## src/rtl/fibo_run_controller.sv

```systemverilog
// Run sequencer for the Fibonacci core: debounces the start button, range-checks N,
// launches the core, waits for done with a timeout and holds the result for display.
module fibo_run_controller #(
    parameter int DEBOUNCE_CYCLES = 4,
    parameter int TIMEOUT_CYCLES  = 1024,
    parameter int N_MAX           = 47
) (
    input  logic        clk,
    input  logic        reset,
    input  logic        start_btn,
    input  logic [7:0]  n_in,
    output logic        cpu_start,
    output logic [7:0]  cpu_n,
    input  logic        cpu_done,
    input  logic [31:0] cpu_result,
    output logic        busy,
    output logic [31:0] result,
    output logic        result_valid,
    output logic        err_range,
    output logic        err_timeout,
    output logic        disp_sel
);

    localparam int DW = $clog2(DEBOUNCE_CYCLES + 1);
    localparam int TW = $clog2(TIMEOUT_CYCLES + 1);
    localparam logic [DW-1:0] DEB_LAST = DW'(DEBOUNCE_CYCLES - 1);
    localparam logic [TW-1:0] TMO_LAST = TW'(TIMEOUT_CYCLES - 1);
    localparam logic [7:0]    N_MAX_V  = 8'(N_MAX);

    typedef enum logic [2:0] {
        S_IDLE, S_CHECK, S_LAUNCH, S_WAIT, S_DONE, S_ERROR
    } state_t;

    logic          btn_q;
    logic [DW-1:0] deb_cnt_q;
    logic          btn_flip;
    logic          press_evt;

    // The Nth consecutive differing sample flips btn_q; a rising flip is the press event.
    assign btn_flip  = (start_btn != btn_q) && (deb_cnt_q == DEB_LAST);
    assign press_evt = btn_flip && start_btn;

    always_ff @(posedge clk) begin
        if (!reset) begin
            btn_q     <= 1'b0;
            deb_cnt_q <= '0;
        end else if (start_btn == btn_q) begin
            deb_cnt_q <= '0;
        end else if (btn_flip) begin
            btn_q     <= start_btn;
            deb_cnt_q <= '0;
        end else begin
            deb_cnt_q <= deb_cnt_q + DW'(1);
        end
    end

    state_t        state_q, state_d;
    logic [7:0]    n_lat_q;
    logic [TW-1:0] timer_q;
    logic          cpu_start_q;
    logic [7:0]    cpu_n_q;
    logic          busy_q;
    logic [31:0]   result_q;
    logic          result_valid_q;
    logic          err_range_q;
    logic          err_timeout_q;
    logic          disp_sel_q;

    always_comb begin
        state_d = state_q;
        case (state_q)
            S_IDLE, S_DONE, S_ERROR: if (press_evt) state_d = S_CHECK;
            S_CHECK:  state_d = (n_lat_q > N_MAX_V) ? S_ERROR : S_LAUNCH;
            S_LAUNCH: state_d = S_WAIT;
            S_WAIT: begin
                if (cpu_done)                state_d = S_DONE;
                else if (timer_q == TMO_LAST) state_d = S_ERROR;
            end
            default: state_d = S_IDLE;
        endcase
    end

    // Moore outputs are registered from the next state so they line up with it.
    always_ff @(posedge clk) begin
        if (!reset) begin
            state_q        <= S_IDLE;
            n_lat_q        <= '0;
            timer_q        <= '0;
            cpu_start_q    <= 1'b0;
            cpu_n_q        <= '0;
            busy_q         <= 1'b0;
            result_q       <= '0;
            result_valid_q <= 1'b0;
            err_range_q    <= 1'b0;
            err_timeout_q  <= 1'b0;
            disp_sel_q     <= 1'b0;
        end else begin
            state_q     <= state_d;
            cpu_start_q <= (state_d == S_LAUNCH);
            busy_q      <= (state_d == S_CHECK) || (state_d == S_LAUNCH) || (state_d == S_WAIT);
            disp_sel_q  <= (state_d == S_DONE);
            if (state_d == S_LAUNCH) cpu_n_q <= n_lat_q;
            case (state_q)
                S_IDLE, S_DONE, S_ERROR: if (press_evt) n_lat_q <= n_in;
                S_CHECK: begin
                    result_valid_q <= 1'b0;
                    err_timeout_q  <= 1'b0;
                    err_range_q    <= (n_lat_q > N_MAX_V);
                end
                S_LAUNCH: timer_q <= '0;
                S_WAIT: begin
                    if (cpu_done) begin
                        result_q       <= cpu_result;
                        result_valid_q <= 1'b1;
                    end else if (timer_q == TMO_LAST) begin
                        err_timeout_q <= 1'b1;
                    end else begin
                        timer_q <= timer_q + TW'(1);
                    end
                end
                default: ;
            endcase
        end
    end

    assign cpu_start    = cpu_start_q;
    assign cpu_n        = cpu_n_q;
    assign busy         = busy_q;
    assign result       = result_q;
    assign result_valid = result_valid_q;
    assign err_range    = err_range_q;
    assign err_timeout  = err_timeout_q;
    assign disp_sel     = disp_sel_q;

endmodule

```

## config.mk

```make
export PLATFORM = sky130hd
export DESIGN_NAME = fibo_run_controller
export DESIGN_NICKNAME = d
export VERILOG_FILES = /design/src/rtl/fibo_run_controller.sv
export SDC_FILE = /design/constraint.sdc
export NUM_CORES = 1
export LEC_CHECK = 0
export ABC_AREA = 1
export BUFFER_PORTS_ARGS = -buffer_cell sky130_fd_sc_hd__buf_2
export CORE_MARGIN = 2
export CORE_UTILIZATION = 30
export CTS_BUF_LIST = sky130_fd_sc_hd__clkbuf_4
export DETAILED_ROUTE_END_ITERATION = 7
export PLACE_DENSITY_LB_ADDON = 0.25
export SKIP_LAST_GASP = 1
export SYNTH_ARGS = -nofsm -noshare
export SYNTH_HDL_FRONTEND = slang
export SYNTH_SLANG_ARGS = --single-unit
```

## constraint.sdc

```tcl
create_clock -name clk -period 2.5 [get_ports clk]
set_input_delay 0.25 -clock clk [delete_from_list [all_inputs] [get_ports clk]]
set_output_delay 0.25 -clock clk [all_outputs]
set_load 0.01 [all_outputs]
```

==> summary.txt, run 1 <==
Lkg Pwr: 1.59 nW
HP Start: cpu_result[6]
H-tree depth: 3
area delta synth->final: 24.2%
DP HPWL: 4930 µm
ANT cells: 0
DP Worst Slack: 0.706 ns
GR Overflow Total: 0
Synth Net Count: 423
WHS: 0.0585 ns
post-synthesis cell type count: 28
max-cap violations: 0
Peak VDD IR: 0.246 mV
Max Slew Vio Count: 0
reg2reg end: disp_sel
GRT Resource Usage Total: 0.139
Slew @ Worst Pin: 0.553 ns
Power Density: 577 nW/µm²
TritonRoute pass-1 iters: 4
IO Port Bufs: 89
fin crit share: 0.728
CTS tree: done
outcome: completed
die width: 102 µm
Cell Rows: 35
CP bufs+invs: 2
Hold Vio Cnt, Final: 0
fillers: 1,039
Synth Warn #: 0
Vias: 2,614
largest net degree at the start of global routing: 35
Multi-input gate area: 1250 µm²
clk sinks: 72
#FFs+latches synth: 72
vias in the first global route: 2,501
clk_lat worst skew: 0.42 ns
RSZ-0062 raised after global routing: false
crit-path leading delay family: simple AND/OR/NAND/NOR gates
placer congestion estimate: 0.789
crit path cell chain: ha_1, nand2_1, nor2_4, nand3_2, nand2_2, nand2_4, inv_6, nand2_2, inv_2, nand2_1, nor2_2
Worst EP required: 2.85 ns
Setup violations, final: 0
Bufs on Longest Clock Path: 2
Crit Path Max Fanout: 16
post_cts resized: 0
IO Count: 90
layout cells sized above 1: 0.284
final net count: 511
Total Wirelength: 6870 µm
Period minus WS final: 1.82 ns
R2R Setup Slk: 0.68 ns
delay of the slowest critical-path stage: 0.46 ns
CTS Hold Bufs: 0
worst min path class: in2reg
final clock skew: 0.0248 ns
worst hold path depth: 3
Initial Util: 0.311
initial antenna violation count: 0
Reg clk slew, reported paths: 0.13 ns
fmax: 549 MHz
WHS Endpoint: result[6]
Root Driver: clkbuf_4
CP Capture Type: register
Cells after Synth: 376
Startpoint Class: register
DIE AREA: 10,400 µm²
Layout Utilization: 0.386
post-DR wirelength/cell: 11.5 µm
register area: 1440 µm²
TritonCTS Buffers: 9
final worst slack: 0.680 ns
Placeable Area: 9280 µm²
global-route wire length before repair: 11,500 µm
critical path class: reg2reg
worst endpoint data arrival time: 2.17 ns
total power: 2.07 mW
initial drt markers: 102
Post-Syn Area: 2890 µm²
die height: 102 µm
Reg2Reg Depth: 11
CP max-delay cell: dfxtp_1
register area share after synthesis: 0.499
Worst slew margin: 0.631
worst r2r src: timer_q[0]
Post-CTS Setup Bufs: 0
DR vias/cell: 4.37
Synth Area per Inst: 7.68 µm²
antenna-violating nets left: 0
drt drc: 0
setup TNS: 0 ns
-- worst reg2reg max path, delay by kind of cell (launching register included) --
family,cells,cell delay (ns)
simple gates,8,0.81
flops,1,0.46
fa+ha+maj,1,0.32
buf+inv,2,0.19
-- flip-flops by register name (all words and copies together), names as in the netlist, 3 cells and up --
signal     cells
deb_cnt_q      3
state_q        3
timer_q       11
cpu_n          8
result        32
n_lat_q        8
-- placed cells by master, fill, tap and decap left out, drive strengths merged, types with 2 or more instances in the layout --
cell and instances:
nand2 112, buf 91, dfxtp 72, nor2 52, a21oi 48, inv 26, o21ai 16, nand3 14
clkbuf 11, nand4 11, a21o 3, ha 3, nor3 2, nand3b 2, bufinv 2, clkinv 2
-- cell families after synthesis --
group	after synthesis	synth area share
simple gates	194	0.301
flops	72	0.499
compound gates	67	0.120
buf+inv	40	0.0667
fa+ha+maj	3	0.0130
-- synthesized netlist by cell type --
master,number,area [µm²]
a21o_1,3,22.5
a21oi_1,48,240
buf_1,1,3.75
buf_2,1,5.00
buf_6,3,33.8
buf_8,1,15.0
clkbuf_1,8,30.0
dfxtp_1,72,1440
ha_1,3,37.5
inv_1,18,67.6
inv_2,6,22.5
inv_4,1,6.26
inv_6,1,8.76
nand2_1,108,405
nand2_2,2,12.5
nand2_4,2,22.5
nand3_1,12,60.1
nand3_2,2,20.0
nand3b_1,2,15.0
nand4_1,5,31.3
nand4_2,6,75.1
nor2_1,47,176
nor2_2,4,25.0
nor2_4,1,11.3
nor3_1,2,10.0
o21ai_0,15,75.1
o21ai_2,1,8.76
or2_1,1,6.26
-- through the flow --
stage | area, µm² | instances
after detailed placement | 3420 | 582
after global placement | 3420 | 582
final | 3590 | 598
after CTS | 3590 | 598
after global routing | 3590 | 598
after floorplan | 2890 | 376
-- where the power goes --
group | internal (mW) | switching (mW)
Sequential | 1.15 | 0.00288
Combinational | 0.0330 | 0.0412
Clock | 0.429 | 0.413
Total | 1.61 | 0.457
-- per-layer routing --
layer	global-route usage	routed length (µm)
met3	0.0308	325
met5	0	0
met2	0.226	3350
met1	0.174	3020
met4	0.0708	166
-- worst max-delay path by stage --
stage,start,endpoint,slack [ns],cells after the start
final,timer_q[0],disp_sel,0.68,11
after CTS,timer_q[0],disp_sel,0.69,11
after detailed placement,timer_q[0],disp_sel,0.71,11
after global routing,timer_q[0],disp_sel,0.51,11
after floorplan,timer_q[0],busy,0.96,9
after global placement,timer_q[0],disp_sel,0.79,11
-- layout make-up --
cell class,count,share of cell area
clock inverters,5,0.0227
clock buffers,11,0.0230
flip-flops and latches,72,0.402
repair buffers,91,0.128
well taps,129,0.0450
inverters,26,0.0293
multi-input cells,264,0.350
Power figures use the tool's default switching activity.
==> inputs of run 2 (changes only) <==
==> constraint.sdc (replaced) <==
create_clock -name clk -period 1.5 [get_ports clk]
set_input_delay 0.15 -clock clk [delete_from_list [all_inputs] [get_ports clk]]
set_output_delay 0.15 -clock clk [all_outputs]
set_load 0.01 [all_outputs]
==> run 2 against run 1 <==
Net effect: utilization up 7.0 points; wire length up 11%; first-iteration DRC count up 53%; sequential power up 67%; sequential share of layout area down 6.0 points; power up 79%; largest power group unchanged; highest routed layer unchanged.
==> summary.txt, run 2 (synthesis gave the netlist of run 1 again) <==
outcome: completed
largest net degree at the start of global routing: 47
Worst EP required: 1.85 ns
Peak VDD IR: 0.474 mV
H-tree depth: 3
Crit Path Max Fanout: 5
Cell Rows: 35
clock network power share: 0.420
clk_lat worst skew: 0.42 ns
Initial Util: 0.311
final net count: 569
placer congestion estimate: 0.793
DIE AREA: 10,400 µm²
post-DR wirelength/cell: 11.6 µm
Max Slew Vio Count: 0
setup TNS: 0 ns
drt drc: 0
R2R Setup Slk: 0.06 ns
DR vias/cell: 4.46
die width: 102 µm
area delta synth->final: 46.8%
final clock skew: 0.0177 ns
max-cap violations: 0
vias in the first global route: 2,814
Worst slew margin: 0.803
initial drt markers: 156
Int Power: 2.90 mW
RSZ-0062 raised after global routing: true
critical path class: reg2reg
Bufs on Longest Clock Path: 2
Lkg Pwr: 1.86 nW
Startpoint Class: register
fmax: 692 MHz
TritonCTS Buffers: 9
highest-count cells in the layout ignoring fill and taps: 107 x nand2_1, 89 x buf_2, 66 x dfxtp_1
Period minus WS final: 1.44 ns
max FFs per register: 32
Worst Setup SP: deb_cnt_q[0]
IO Port Bufs: 89
Vias: 2,929
Power Density: 874 nW/µm²
Sw Share: 0.218
DP HPWL: 5000 µm
GRT Resource Usage Total: 0.153
CP Capture Type: register
Reg clk slew, reported paths: 0.11 ns
Reg power frac: 0.519
most common cell after layout, fill and taps aside: nand2_1
fin crit share: 0.963
global-route wire length before repair: 12,600 µm
power share of the combinational group: 0.061
GR Overflow Total: 0
IO Count: 90
net load switching power: 0.806 mW
HP Start: start_btn
initial antenna violation count: 0
Layout Utilization: 0.457
worst min path class: in2reg
Total Wirelength: 7600 µm
Slew @ Worst Pin: 0.294 ns
layout cells sized above 1: 0.313
clk sinks: 72
ANT cells: 0
Placeable Area: 9280 µm²
Setup violations, final: 0
worst r2r src: deb_cnt_q[0]
antenna-violating nets left: 0
die height: 102 µm
TritonRoute pass-1 iters: 4
worst endpoint data arrival time: 1.80 ns
CTS tree: done
Root Driver: clkbuf_4
Hold Vio Cnt, Final: 0
==> run 2: power groups by stage <==
| stage | Combinational [mW] | Clock, mW | Sequential (mW) |
|---|---|---|---|
| after detailed placement | 0.137 | 0 | 1.97 |
| after floorplan | 0.0514 | 0 | 1.97 |
| final | 0.224 | 1.56 | 1.92 |
| after global placement | 0.135 | 0 | 1.97 |
| after CTS | 0.220 | 1.61 | 1.92 |
| after global routing | 0.247 | 1.69 | 1.93 |
==> run 2: per-layer routing <==
metal	vias to the layer above	share of wire	GRT usage
met2	60	0.50	0.262
li1	1506	-	-
met3	15	0.040	0.0349
met4	0	0.026	0.0749
met5	-	0	0
met1	1348	0.43	0.182
==> run 2: path summary, 6_finish.rpt <==
| kind | endpoint | cells past startpoint |
|---|---|---|
| hold reg to reg | deb_cnt_q[0] | 1 |
| hold / removal | btn_q | 3 |
| setup / recovery | disp_sel | 9 |
| setup reg to reg | disp_sel | 9 |
==> run 2: worst max-delay path, cell delays in order (launching register included) <==
cell,delay [ns]
dfxtp_2,0.34
ha_1,0.19
ha_2,0.17
inv_2,0.07
nor3_4,0.04
nand2_2,0.13
nand2_1,0.09
nor3_2,0.17
nand2_1,0.09
nor2_2,0.09
==> run 2: what timing repair did <==
| item | CTS | global route |
|---|---|---|
| buffers inserted | 0 | 2 |
| hold buffers | 41 | 0 |
| pin swaps | 1 | 2 |
| hold endpoints to repair | 43 | 0 |
| gates resized for setup | 2 | 20 |
| endpoints found under the setup margin | 9 | 33 |
==> run 2: per-stage QoR <==
step	total power, mW	hold WS [ns]	instance area, µm²	std cells	worst slack [ns]
after floorplan	2.02	0.293	2900	376	0.0340
after global placement	2.10	0.398	3590	597	0.0588
after detailed placement	2.10	0.403	3590	597	-0.0145
after CTS	3.76	0.0337	4190	654	0.0186
after global routing	3.87	0.0852	4240	656	-0.0304
final	3.71	0.0763	4240	656	0.0553
==> run 2: layout make-up <==
type,count,area (µm²)
inverters,26,109
clock buffers,9,67.6
clock inverters,7,119
fillers,951,5040
well taps,129,161
repair buffers,149,1040
flip-flops and latches,72,1450
multi-input cells,264,1300
==> inputs of run 3 (changes only) <==
--- a/config.mk
+++ b/config.mk
@@ -12,6 +12,8 @@
 export CTS_BUF_LIST = sky130_fd_sc_hd__clkbuf_4
 export DETAILED_ROUTE_END_ITERATION = 7
 export PLACE_DENSITY_LB_ADDON = 0.25
+export SETUP_SLACK_MARGIN = 0.1
+export SKIP_CTS_REPAIR_TIMING = 1
 export SKIP_LAST_GASP = 1
 export SYNTH_ARGS = -nofsm -noshare
 export SYNTH_HDL_FRONTEND = slang
==> constraint.sdc (replaced) <==
create_clock -name clk -period 1.2 [get_ports clk]
set_input_delay 0.12 -clock clk [delete_from_list [all_inputs] [get_ports clk]]
set_output_delay 0.12 -clock clk [all_outputs]
set_load 0.01 [all_outputs]
==> run 3 against run 2 <==
Net effect: the flow now finishes with violations (negative setup slack); power up 29%; combinational power up 61%; wire length up 22%; critical path type unchanged.
==> summary.txt, run 3 (synthesis gave the netlist of run 1 again) <==
outcome: complete, but fails checks
violated checks: negative setup slack
Vias: 3,160
most common cell after layout, fill and taps aside: buf_2
post-DR wirelength/cell: 13.2 µm
DP HPWL: 5440 µm
Reg clk slew, reported paths: 0.13 ns
Setup violations, final: 66
Peak VDD IR: 0.475 mV
CTS tree: done
DIE AREA: 10,400 µm²
Bufs on Longest Clock Path: 2
DP Area: 3910 µm²
fin crit share: 1.16
GRT Resource Usage Total: 0.145
Lkg Pwr: 2.51 nW
RSZ-0062 raised after global routing: true
Multi-input gate area: 1950 µm²
drt drc: 0
Cell Rows: 35
final clock skew: 0.0227 ns
TritonRoute pass-1 iters: 4
critical path class: reg2reg
Max Slew Vio Count: 0
Sw Share: 0.236
GR Overflow Total: 0
clock network power share: 0.424
global-route wire length before repair: 12,000 µm
total power: 4.80 mW
max-cap violations: 0
die width: 102 µm
# placed instances: 630
initial antenna violation count: 0
IO Count: 90
Int Power: 3.66 mW
final net count: 616
clk_lat worst skew: 0.42 ns
DR vias/cell: 4.50
Worst slew margin: 0.834
Crit Path Max Fanout: 4
antenna-violating nets left: 0
clk sinks: 72
TritonCTS Buffers: 9
CP Capture Type: register
DP Worst Slack: -0.206 ns
layout cells sized above 1: 0.592
worst min path class: in2reg
Root Driver: clkbuf_4
worst endpoint data arrival time: 1.72 ns
max FFs per register: 32
ANT cells: 0
largest net degree at the start of global routing: 35
Startpoint Class: register
area delta synth->final: 90.0%
fillers: 786
Post-Layout Cell Count: 703
Power Density: 874 nW/µm²
Period minus WS final: 1.39 ns
Total Wirelength: 9280 µm
Placeable Area: 9280 µm²
H-tree depth: 3
vias in the first global route: 2,694
Slew @ Worst Pin: 0.247 ns
register area: 1490 µm²
Initial Util: 0.311
Hold Vio Cnt, Final: 0
fmax: 717 MHz
IO Port Bufs: 89
post-route cell area: 5490 µm²
Worst EP required: 1.53 ns
power share of the combinational group: 0.075
placer congestion estimate: 0.792
WHS: 0.0728 ns
highest-count cells in the layout ignoring fill and taps: 89 x buf_2, 65 x nand2_1, 43 x dfxtp_1
initial drt markers: 78
final worst slack: -0.194 ns
die height: 102 µm
net load switching power: 1.13 mW
Reg power frac: 0.501
==> run 3: cell count changes in the layout (fill, tap and decap cells not counted), sizes merged <==
cell,change
buf,+41
clkbuf,+4
clkinv,+2
clkinvlp,-2
inv,+1
nand2,+1
==> run 3: layout make-up <==
| class | count | share of cell area |
|---|---|---|
| clock inverter | 7 | 0.0228 |
| sequential | 72 | 0.271 |
| tap | 129 | 0.0294 |
| multi-input combinational | 265 | 0.354 |
| clock buffer | 9 | 0.0123 |
| inverter | 26 | 0.0269 |
| timing repair buffer | 194 | 0.282 |
| timing repair inverter | 1 | 0.00205 |
==> run 3: critical path, cell delays in order, from the launching register on <==
cell       delay [ns]
dfxtp_2          0.36
ha_4             0.14
ha_4             0.12
inv_2            0.04
nor3_4           0.21
nand2_4          0.11
clkbuf_16        0.17
o21ai_2          0.12
nor2_1           0.06
==> run 3: layer usage <==
layer / wire (µm) / GRT usage
met1: 3780 / 0.179
met4: 183 / 0.0564
met3: 264 / 0.0390
met2: 5050 / 0.242
met5: 0 / 0
==> run 3: worst paths after layout <==
| check | depth (start not counted) | slack (ns) | startpoint | end |
|---|---|---|---|---|
| max reg2reg | 8 | -0.19 | deb_cnt_q[1] | n_lat_q[7] |
| min reg2reg | 1 | 0.43 | deb_cnt_q[0] | deb_cnt_q[0] |
| min | 4 | 0.07 | start_btn | deb_cnt_q[1] |
| max | 8 | -0.19 | deb_cnt_q[1] | n_lat_q[7] |
==> run 3: metrics by stage <==
stage | setup TNS (ns) | util
floorplan | -2.15 | -
global placement | -5.05 | 0.421
detailed placement | -6.12 | 0.421
CTS | -8.13 | 0.442
global route | -10.38 | 0.591
finish | -5.77 | 0.591
==> run 3: power groups by stage <==
stage / clock network, mW / registers, mW / logic [mW]
final: 2.03 / 2.40 / 0.361
after global routing: 2.18 / 2.40 / 0.389
after CTS: 2.08 / 2.41 / 0.188
after detailed placement: 0 / 2.46 / 0.187
after global placement: 0 / 2.46 / 0.185
after floorplan: 0 / 2.46 / 0.0687
